## src/rtl/nand_op_sequencer.sv

```systemverilog
// nand_op_sequencer
//
// Time-shares one WIDTH-bit NAND unit to evaluate a selected logic
// function on two operands. Each operation is broken into a fixed sequence
// of NAND steps, one per clock, with a start/busy/done handshake.
//
// Ports:
//   clk     rising-edge clock
//   rst_n   synchronous, active-low reset
//   start   request, sampled only while idle
//   op      operation select (sampled with start)
//             000 NAND, 001 AND, 010 OR, 011 XOR, 100 NOT A,
//             101 NOR, 110 XNOR, 111 illegal
//   a, b    operands (sampled with start)
//   busy    high from accept until the return to idle
//   done    one-cycle pulse, result valid
//   err     illegal-op flag, valid with done, held until next accept
//   result  registered result, held until overwritten at completion
//   step    index of the NAND step being computed (0 when not executing)

// Shared bitwise NAND unit.
module nand_unit #(
    parameter int WIDTH = 4
) (
    input  logic [WIDTH-1:0] x,
    input  logic [WIDTH-1:0] y,
    output logic [WIDTH-1:0] z
);
    assign z = ~(x & y);
endmodule

module nand_op_sequencer #(
    parameter int WIDTH = 4
) (
    input  logic             clk,
    input  logic             rst_n,
    input  logic             start,
    input  logic [2:0]       op,
    input  logic [WIDTH-1:0] a,
    input  logic [WIDTH-1:0] b,
    output logic             busy,
    output logic             done,
    output logic             err,
    output logic [WIDTH-1:0] result,
    output logic [2:0]       step
);

    typedef enum logic [1:0] {
        IDLE = 2'd0,
        EXEC = 2'd1,
        DONE = 2'd2
    } state_t;

    localparam logic [2:0] OP_NAND = 3'b000;
    localparam logic [2:0] OP_AND  = 3'b001;
    localparam logic [2:0] OP_OR   = 3'b010;
    localparam logic [2:0] OP_XOR  = 3'b011;
    localparam logic [2:0] OP_NOT  = 3'b100;
    localparam logic [2:0] OP_NOR  = 3'b101;
    localparam logic [2:0] OP_XNOR = 3'b110;
    localparam logic [2:0] OP_ILL  = 3'b111;

    state_t           state;
    logic [2:0]       op_q;
    logic [WIDTH-1:0] a_q, b_q;
    logic [WIDTH-1:0] t1, t2, t3;
    logic [2:0]       n_steps;
    logic [WIDTH-1:0] nand_a, nand_b, nand_y;

    nand_unit #(.WIDTH(WIDTH)) u_nand (
        .x (nand_a),
        .y (nand_b),
        .z (nand_y)
    );

    // Number of NAND steps each operation needs; the final step's output
    // is the result.
    always_comb begin
        n_steps = 3'd1;
        case (op_q)
            OP_NAND: n_steps = 3'd1;
            OP_AND:  n_steps = 3'd2;
            OP_OR:   n_steps = 3'd3;
            OP_XOR:  n_steps = 3'd4;
            OP_NOT:  n_steps = 3'd1;
            OP_NOR:  n_steps = 3'd4;
            OP_XNOR: n_steps = 3'd5;
            default: n_steps = 3'd1;
        endcase
    end

    // Operand routing into the shared NAND unit for the current step.
    // Step outputs land in t1, t2, t3, then t1 again for step 4 (XOR/XNOR
    // no longer need the old t1 by then), so NOR's inverter reads t3 and
    // XNOR's inverter reads t1. Inputs are held at zero outside EXEC.
    always_comb begin
        nand_a = '0;
        nand_b = '0;
        if (state == EXEC) begin
            case (op_q)
                OP_NAND: begin
                    nand_a = a_q;
                    nand_b = b_q;
                end
                OP_AND: begin
                    if (step == 3'd1) begin
                        nand_a = a_q;
                        nand_b = b_q;
                    end else begin
                        nand_a = t1;
                        nand_b = t1;
                    end
                end
                OP_OR, OP_NOR: begin
                    case (step)
                        3'd1:    begin nand_a = a_q; nand_b = a_q; end
                        3'd2:    begin nand_a = b_q; nand_b = b_q; end
                        3'd3:    begin nand_a = t1;  nand_b = t2;  end
                        default: begin nand_a = t3;  nand_b = t3;  end
                    endcase
                end
                OP_XOR, OP_XNOR: begin
                    case (step)
                        3'd1:    begin nand_a = a_q; nand_b = b_q; end
                        3'd2:    begin nand_a = a_q; nand_b = t1;  end
                        3'd3:    begin nand_a = b_q; nand_b = t1;  end
                        3'd4:    begin nand_a = t2;  nand_b = t3;  end
                        default: begin nand_a = t1;  nand_b = t1;  end
                    endcase
                end
                OP_NOT: begin
                    nand_a = a_q;
                    nand_b = a_q;
                end
                default: begin
                    nand_a = '0;
                    nand_b = '0;
                end
            endcase
        end
    end

    // Sequencer FSM with registered handshake outputs. An illegal op skips
    // EXEC entirely and completes with err set and a zero result.
    always_ff @(posedge clk) begin
        if (!rst_n) begin
            state  <= IDLE;
            op_q   <= '0;
            a_q    <= '0;
            b_q    <= '0;
            t1     <= '0;
            t2     <= '0;
            t3     <= '0;
            busy   <= 1'b0;
            done   <= 1'b0;
            err    <= 1'b0;
            result <= '0;
            step   <= '0;
        end else begin
            case (state)
                IDLE: begin
                    if (start) begin
                        op_q <= op;
                        a_q  <= a;
                        b_q  <= b;
                        busy <= 1'b1;
                        if (op == OP_ILL) begin
                            state  <= DONE;
                            done   <= 1'b1;
                            err    <= 1'b1;
                            result <= '0;
                        end else begin
                            state <= EXEC;
                            err   <= 1'b0;
                            step  <= 3'd1;
                        end
                    end
                end
                EXEC: begin
                    case (step)
                        3'd1:    t1 <= nand_y;
                        3'd2:    t2 <= nand_y;
                        3'd3:    t3 <= nand_y;
                        3'd4:    t1 <= nand_y;
                        default: ;
                    endcase
                    if (step == n_steps) begin
                        result <= nand_y;
                        state  <= DONE;
                        done   <= 1'b1;
                        step   <= '0;
                    end else begin
                        step <= step + 3'd1;
                    end
                end
                DONE: begin
                    state <= IDLE;
                    busy  <= 1'b0;
                    done  <= 1'b0;
                end
                default: begin
                    state <= IDLE;
                    busy  <= 1'b0;
                    done  <= 1'b0;
                    step  <= '0;
                end
            endcase
        end
    end

endmodule

```

## config.mk

```make
export PLATFORM = sky130hd
export DESIGN_NAME = nand_op_sequencer
export DESIGN_NICKNAME = d
export VERILOG_FILES = /design/src/rtl/nand_op_sequencer.sv
export SDC_FILE = /design/constraint.sdc
export NUM_CORES = 1
export LEC_CHECK = 0
export BUFFER_PORTS_ARGS = -buffer_cell sky130_fd_sc_hd__clkbuf_2
export CAP_MARGIN = 15
export CORE_UTILIZATION = 59
export DETAILED_ROUTE_END_ITERATION = 7
export GPL_ROUTABILITY_DRIVEN = 0
export PLACE_DENSITY = 0.8
export SETUP_SLACK_MARGIN = 0.3
export SLEW_MARGIN = 5
export SYNTH_ARGS = -nofsm -noshare
export SYNTH_HDL_FRONTEND = slang
export SYNTH_HIERARCHICAL = 1
export SYNTH_SLANG_ARGS = --single-unit
export TNS_END_PERCENT = 100
```

## constraint.sdc

```tcl
create_clock -name clk -period 2.71 [get_ports clk]
set_clock_uncertainty 0.2 [all_clocks]
set_input_delay 0 -clock clk [delete_from_list [all_inputs] [get_ports clk]]
set_output_delay 0 -clock clk [all_outputs]
set_load 0.05 [all_outputs]
```

# After elaboration in Yosys (flattened, before gate mapping)
# Index checks and enable logic that the tools add are counted.
dict set report word_totals {
  regBits 35
  latchBits 0
  ramBits 0
  rom_bits 0
  out_inout_bits 10
  mem_count 0
}
dict set report classes {
  add_sub_neg 1
  n_mul 0
  div 0
  order_cmp 0
  eq_ne 18
  shift 0
  mux 30
  n_bitwise 4
  reduce_logical 18
}
# cell count
set op_table {}
lappend op_table {{one-hot mux 4 bit (3 select lines)} 3}
lappend op_table {{two-way mux 4 bit} 7}
lappend op_table {{one-hot mux 4 bit (5 select lines)} 1}
lappend op_table {{one-hot mux 4 bit (2 select lines)} 2}
lappend op_table {{one-hot mux 4 bit (4 select lines)} 1}
lappend op_table {{equality test 3 bit (second input constant)} 5}
lappend op_table {{equality test 3 x 2 -> 1 bit (second input constant)} 4}
lappend op_table {{one-hot mux 3 bit (4 select lines)} 1}
lappend op_table {{AND reduction 2 bit} 6}
lappend op_table {{OR reduction 2 bit} 6}
lappend op_table {{two-way mux 3 bit} 3}
lappend op_table {{one-hot mux 3 bit (3 select lines)} 1}
lappend op_table {{equality test 3 x 1 -> 1 bit (second input constant)} 2}
lappend op_table {{two-way mux 2 bit} 3}
lappend op_table {{inequality test 2 bit (second input constant)} 3}
lappend op_table {{AND reduction 3 bit} 2}
lappend op_table {{two-way mux 1 bit} 5}
lappend op_table {{AND 4 bit} 1}
lappend op_table {{inverter 4 bit} 1}
lappend op_table {{one-hot mux 1 bit (2 select lines)} 2}
lappend op_table {{one-hot mux 2 bit (2 select lines)} 1}
lappend op_table {{AND reduction 4 bit} 1}
lappend op_table {{adder 3 x 1 -> 3 bit (second input constant)} 1}
lappend op_table {{equality test 3 bit} 1}
lappend op_table {{other kinds (7)} 8}

# Longest topological paths before layout
# Gate-level depths: netlist (run 1).
dict set report depth {
  ltp_word 9
  depth_mapped 11
  depth_no_buf 10
}

# Hierarchy
# The synthesis (run 1) kept the hierarchy.
# module n_inst cells_each area_each_um2
set by_module_without_submodules {}
lappend by_module_without_submodules {nand_op_sequencer 1 280 2247.2}
lappend by_module_without_submodules {nand_unit 1 4 15.0}

# Least setup slack after synthesis (run 1)
# No wires, ideal clock.
dict set report synth_timing {
  path_type {reg2reg}
  startpoint {register step[1]}
  endpoint {register result[1]}
  arrival_ps 2459
  setup_slack_ps -67
  path_stages_with_launch 10
  path_buffers 2
  cell_sequence {dfxtp_1 -> ha_1 -> ha_1 -> clkbuf_1 -> clkbuf_1 -> a21oi_1 -> o32a_1 -> a21oi_1 -> nand2_1 -> a32o_1}
}
dict set report synth_between {
  elab_chain_len 9
  elab_cells_between_ends 22
}
# element line_no
set synth_lines {}
lappend synth_lines {{start, declared} 45} ;# output logic [2:0] step
lappend synth_lines {{start signal, assigned} 193} ;# step <= step + 3'd1;
lappend synth_lines {{equality test 3 x 1 -> 1 bit / equality test 3 x 2 -> 1 bit (equally long branches)} {106, 115, 123}}
lappend synth_lines {{OR reduction 2 bit (no line)} n/a}
lappend synth_lines {{one-hot mux 4 bit (3 select lines)} 123} ;# case (step)
lappend synth_lines {{one-hot mux 4 bit (4 select lines) (*)} 100} ;# case (op_q)
lappend synth_lines {{two-way mux 4 bit (*)} 99} ;# if (state == EXEC) begin
lappend synth_lines {{net nand_a[1]} 68} ;# logic [WIDTH-1:0] nand_a, nand_b, nand_y;
lappend synth_lines {{AND 4 bit (*)} 29} ;# assign z = ~(x & y);
lappend synth_lines {{inverter 4 bit (*)} 29}
lappend synth_lines {{net nand_y[1]} 68}
lappend synth_lines {{two-way mux 4 bit (*)} 187} ;# if (step == n_steps) begin
lappend synth_lines {{one-hot mux 4 bit (2 select lines) (*)} 160} ;# case (state)
lappend synth_lines {{end signal, assigned} 188} ;# result <= nand_y;
lappend synth_lines {{end, declared} 44} ;# output logic [WIDTH-1:0] result,
# Mark *: on every way through the listed nets, which the timed path passes. The rest lies on a longest branch. The select of a mux whose other input is x is not followed.
# A chain may end at the register's enable or synchronous reset.

# Worst setup path after layout (run 1)
dict set report layout_timing {
  startpoint {register step[0]}
  endpoint {register t1[0]}
}
dict set report layout_between {
  elab_chain_len 7
  elab_cells_between_ends 19
}
# element line_no
set layout_lines {}
lappend layout_lines {{equality test 3 x 1 -> 1 bit / equality test 3 x 2 -> 1 bit (equally long branches)} {106, 115, 123}}
lappend layout_lines {{OR reduction 2 bit (no line)} n/a}
lappend layout_lines {{one-hot mux 4 bit (3 select lines)} 123}
lappend layout_lines {{one-hot mux 4 bit (4 select lines) (*)} 100}
lappend layout_lines {{two-way mux 4 bit (*)} 99}
lappend layout_lines {{net nand_a[0]} 68}
lappend layout_lines {{AND 4 bit (*)} 29}
lappend layout_lines {{inverter 4 bit (*)} 29}
lappend layout_lines {{net nand_y[0]} 68}
lappend layout_lines {{end signal, assigned} 181} ;# 3'd1: t1 <= nand_y;
lappend layout_lines {{end signal, assigned} 184} ;# 3'd4: t1 <= nand_y;
lappend layout_lines {{end, declared} 66} ;# logic [WIDTH-1:0] t1, t2, t3;
# Mark *: on every way through the listed nets, which the timed path passes. The rest lies on a longest branch.

==> flow_summary.toml, run 1 <==
[finish]
drive_above_1_share_pct = 19.63
multiInputGateArea_sq_um = 1519
final_area_sq_um = 2735
area_growth_pct = 20.91
antenna_cells = 0
nFillCells = 248
regArea_sq_um = 711.9
fin_nets = 340

[pwr]
vdd_ir_drop_max_v = 0.0005380
pwr_density_cell_nw_per_um2 = 488.2
power_leakage_uw = 0.001017

[floorplan]
row_count = 22
dieHeight_um = 63.92
die_x_um = 63.92
core_area_sq_um = 3661
ios = 24
dieArea_sq_um = 4086
initial_core_util_pct = 61.79

[sta]
setup_viol = 0
finalCritPeriodShare_pct = 85.42
fmax_ghz = 0.4320
fin_crit_ns = 2.315
relSlewSlack_pct = 63.07
tightest_slew_ns = 0.5539
hold_violations = 0
finalSetupTns_ns = 0
rsz0062_at_grt = "yes"
slew_viol_final = 0

[placed_design]
dp_hpwl_um = 4062
place_area_sq_um = 2431
portBuffers = 23

[critical_path]
path_delay_family = "simple AND/OR/NAND/NOR gates"
crit_buf_inv = 1
startpoint_type = "register"
critPathArrivalTime_ns = 2.30
cp_common_cell = "nand2_1"
required_ns = 2.69
crit_type = "reg2reg"
worstPathMaxFanout = 5
cp_slowest_cell = "dfxtp_4"
path_cells = "clkinvlp_4 > ha_4 > or3_4 > a21oi_4 > nand2_1 > a21o_1 > a21oi_1 > nand2_1 > mux2i_1 > nor2b_1"
slowest_delay_ns = 0.38
endpoint_kind = "register"

[clock_network]
cts_num_sinks = 35
tritoncts = "yes"
numCtsBuffers = 5
insertion_delay_ns = 0.29
ctsHtreeMaxLevel = 2
cts_buffer_depth = 2
path_clk_slew_ns = 0.07
cts_root_buf = "clkbuf_8"

[grt]
track_usage_pct = 32.17
overflow = 0
grt_pass1_wl_um = 10160
grt_max_degree = 37
grt_pass1_vias = 2058
antenna_found_initial = 0

[yosys]
synth.most_common_cell = "nand2_1"
synth-adder-area-share_pct = 2.765
ys_seq_elements = 35
synth_warnings = 6
synthSimpleGateAreaFrac_pct = 22.46
yosys.area_share.xor_xnor_pct = 0.3872
synth_top_cell_by_area = "dfxtp_1"
synth_compound_area_share_pct = 31.08
synth_top_family_by_area = "compound AO/OA/AOI/OAI gates"
synth-edff-count = 0
synth_ff_type = "dfxtp_1"
synthArstFlopShare_pct = 0
synthesis.area_sq_um = 2262
ys_seq_area_share_pct = 30.97
synth_area_leaders = "dfxtp_1 31%, nand2_1 7.8%, mux2i_1 7.5%, a21boi_0 5.6%, a21oi_1 4.9%"
synth_top_area_share_pct = 30.97
syn-num-nets = 303
synth_cell_types = 41
avgSynthCellArea_sq_um = 7.965
synth_mux_area_share_pct = 8.020
synth_common_cells = "47 x nand2_1, 35 x dfxtp_1, 22 x a21oi_1"
netlist_instances = 284

[route]
routed_via_density = 6.295
first_pass_iters = 5
drt_iter0_drc = 321
finalWirelength_um = 6289
wl_per_cell_um = 17.04
via_count = 2323
detail-route-antenna-nets = 0
drc = 0

[flow_run]
cap_viol_max_count = 0

[min_path]
hp-class = "in2reg"

[outcome]
status = "finished, final reports clean"
[worst reg2reg max path, cell delays in order (launching register included)]
cell        delay (ns)
dfxtp_4           0.38
clkinvlp_4        0.13
ha_4              0.18
or3_4             0.37
a21oi_4           0.20
nand2_1           0.07
a21o_1            0.18
a21oi_1           0.12
nand2_1           0.12
mux2i_1           0.18
nor2b_1           0.07
[path summary, 6_finish.rpt]
check                           startpoint  cells after the start       end  slack [ns]
worst max-delay path               step[0]                     10     t1[0]        0.40
worst min-delay path                 start                      3  state[1]        0.05
worst max register to register     step[0]                     10     t1[0]        0.40
worst min register to register        busy                      2      busy        0.28
[state kept, by name, indices dropped and copies added, names as in the netlist]
register and flops:
a_q 4, b_q 4, busy 1, done 1, err 1, op_q 3, result 4, state 2
step 3, t1 4, t2 4, t3 4
[repair_timing]
item,CTS,global route
setup buffers,0,6
cloned,0,0
setup endpoints to repair,16,16
pin swaps,1,5
hold buffers,11,0
hold endpoints to repair,13,0
resized for setup,5,10
[metrics by stage]
stage                     util [%]  hold slack, ns  worst slack [ns]  instances  total power (uW)
after floorplan                  -        -0.05509            0.3032        284             824.7
after global placement       66.40         0.03413            0.1947        345             907.0
after detailed placement     66.40         0.04201            0.1646        345             911.2
after CTS                    72.18         0.03994            0.3037        363              1301
after global routing         74.71         0.05964            0.2653        369              1385
final                        74.71         0.04657            0.3951        369              1335
[cells by family after synthesis]
family / Yosys count
AO/OA/AOI/OAI: 94
XOR/XNOR: 1
adder cells (fa/ha/maj): 5
buffers and inverters: 24
flip-flops: 35
multiplexers: 18
AND/OR/NAND/NOR: 107
[power by group]
group | internal (uW) | total [uW] | leakage, uW | switching (uW)
combinational | 153 | 363 | 0.000682 | 210
sequential | 543 | 594 | 0.000288 | 50.3
clock | 199 | 379 | 0.0000470 | 180
[cell type report]
class	count	area share, %
clock buffers	6	3.019
clock inverters	1	0.1830
inverters	6	0.9607
multi-input cells	225	55.54
flip-flops and latches	35	26.03
well taps	48	2.196
repair buffers	48	12.08
[per-layer routing]
metal	up-vias	track usage, %	part of all wire, %
met4	0	11.36	2.3
li1	1106	-	-
met3	18	6.250	8.3
met2	139	50.00	45
met1	1060	44.04	44
met5	-	0	0
[placed cells by master, fill, tap and decap left out, types with 3 or more instances in the layout]
cell	netlist	final
a21oi_1	22	21
o21ai_0	5	4
buf_4	0	14
a222oi_1	4	4
dlygate4sd3_1	0	11
dfxtp_2	0	3
mux2i_1	17	16
a22oi_1	4	4
a221o_1	4	4
dfxtp_1	35	30
nand3_1	11	11
o21bai_1	5	4
nand2_1	47	47
inv_1	6	5
and2_1	4	4
clkbuf_2	0	23
nor3b_1	4	4
clkbuf_8	0	6
a21o_1	7	7
nor2b_1	14	14
a21boi_0	17	17
o32a_1	5	5
a32o_1	4	4
a211oi_1	6	6
nor2_1	16	16
(Power assumes the default switching activity.)
==> inputs of run 2 (changes only) <==
CORE_UTILIZATION = 34   (was 59)
PLACE_DENSITY = unset   (was 0.8)
==> flow_summary.toml, run 2 (synthesis results as in run 1) <==
[pwr]
p_int_uw = 863.1
clkPwrFrac_pct = 26.2
p_sw_uw = 414.8
power_leakage_uw = 0.001001
swShare_pct = 32.46
pwr_density_cell_nw_per_um2 = 466.8
vdd_ir_drop_max_v = 0.0004117
seqPwrFrac_pct = 46.0
power_frac_comb_pct = 27.7

[clock_network]
cts_num_sinks = 35
cts_root_buf = "clkbuf_8"
tritoncts = "yes"
path_clk_slew_ns = 0.06
insertion_delay_ns = 0.28
cts_buffer_depth = 2
ctsHtreeMaxLevel = 2
numCtsBuffers = 5

[sta]
rsz0062_at_grt = "no"
final.setup.worst_slack_ns = 0.4199
slew_viol_final = 0
hold_violations = 0
fmax_ghz = 0.4367
finalCritPeriodShare_pct = 84.50
setup_viol = 0
tightest_slew_ns = 0.5896
finalSetupTns_ns = 0
relSlewSlack_pct = 60.69
fin_crit_ns = 2.290
holdWs_ns = 0.04926

[finish]
area_growth_pct = 21.02
layout_commonest_cell = "nand2_1"
antenna_cells = 0
final_cell_mix = "46 x nand2_1, 31 x dfxtp_1, 24 x clkbuf_2"
drive_above_1_share_pct = 19.18
fin_nets = 338

[min_path]
hp-class = "in2reg"
worstHoldStart = "start"
hold_path_depth = 5
holdPathEnd = "step[1]"

[critical_path]
endpoint_kind = "register"
r2r_setup_slack_ns = 0.42
startpoint_type = "register"
crit_type = "reg2reg"
worstPathMaxFanout = 7
critPathArrivalTime_ns = 2.26
r2r-end = "result[2]"
required_ns = 2.68
r2r_cells = 9
rr_startpoint = "step[0]"

[floorplan]
row_count = 29
ios = 24
die_x_um = 83.57
dieArea_sq_um = 6984
initial_core_util_pct = 35.42
core_area_sq_um = 6386
dieHeight_um = 83.57

[placed_design]
portBuffers = 23
place_ws_ns = 0.2492
dp_hpwl_um = 4316

[grt]
antenna_found_initial = 0
grt_pass1_wl_um = 10140
track_usage_pct = 17.69
grt_max_degree = 37
overflow = 0
grt_pass1_vias = 2053

[route]
via_count = 2207
drc = 0
routed_via_density = 5.587
finalWirelength_um = 6034
first_pass_iters = 5
detail-route-antenna-nets = 0
drt_iter0_drc = 275
wl_per_cell_um = 15.28

[flow_run]
cap_viol_max_count = 0

[outcome]
status = "finished, final reports clean"
## run 2: power groups by stage
stage	clock (uW)	sequential (uW)	combinational, uW
detailed placement	0	598	316
CTS	343	587	332
global placement	0	599	317
finish	335	588	355
floorplan	0	612	213
global route	368	592	389
## run 2: worst max-delay path, stage by stage (launching register included)
cell and delay (ns):
dfxtp_4 0.38, inv_2 0.07, ha_1 0.21, or3_4 0.38
a21oi_4 0.18, nand2_1 0.07, a21o_1 0.18, a21oi_1 0.17
nand2_2 0.11, a32o_1 0.22
## run 2: cell type report
type | instances | area, sq um
clock buffer | 6 | 72.57
tap | 77 | 96.34
timing repair buffer | 46 | 316.6
fill | 647 | 3649
inverter | 6 | 22.52
sequential | 35 | 710.7
multi-input combinational | 225 | 1519
## run 2: metrics by stage
stage               power, uW  instances  instance area, sq um  util, %
floorplan               824.7        284                  2271        -
global placement        915.9        376                  2482    38.87
detailed placement      914.7        376                  2482    38.87
CTS                      1261        393                  2671    41.83
global route             1349        395                  2738    42.87
finish                   1278        395                  2738    42.87
## run 2: repair_timing
action	4_1_cts	5_1_grt
buffers inserted	0	2
gates resized for setup	3	14
endpoints found under the setup margin	13	16
hold endpoints to repair	12	0
pin swaps	0	4
hold buffers	11	0
## run 2: layer usage
layer  vias to the layer above  share of wire, %  track usage, %
met1                      1019                47           24.89
li1                       1094                 -               -
met3                         9               5.8           3.561
met5                         -                 0               0
met2                        85                45           26.68
met4                         0               1.3           6.317
## run 2: how the worst max path moves through the flow
stage | to | start | cells after the start | slack [ns]
finish | result[2] | step[0] | 9 | 0.42
global route | t1[2] | step[0] | 10 | 0.29
CTS | result[2] | step[0] | 9 | 0.31
detailed placement | result[2] | step[0] | 9 | 0.25
global placement | result[2] | step[0] | 8 | 0.22
floorplan | result[1] | step[1] | 9 | 0.30
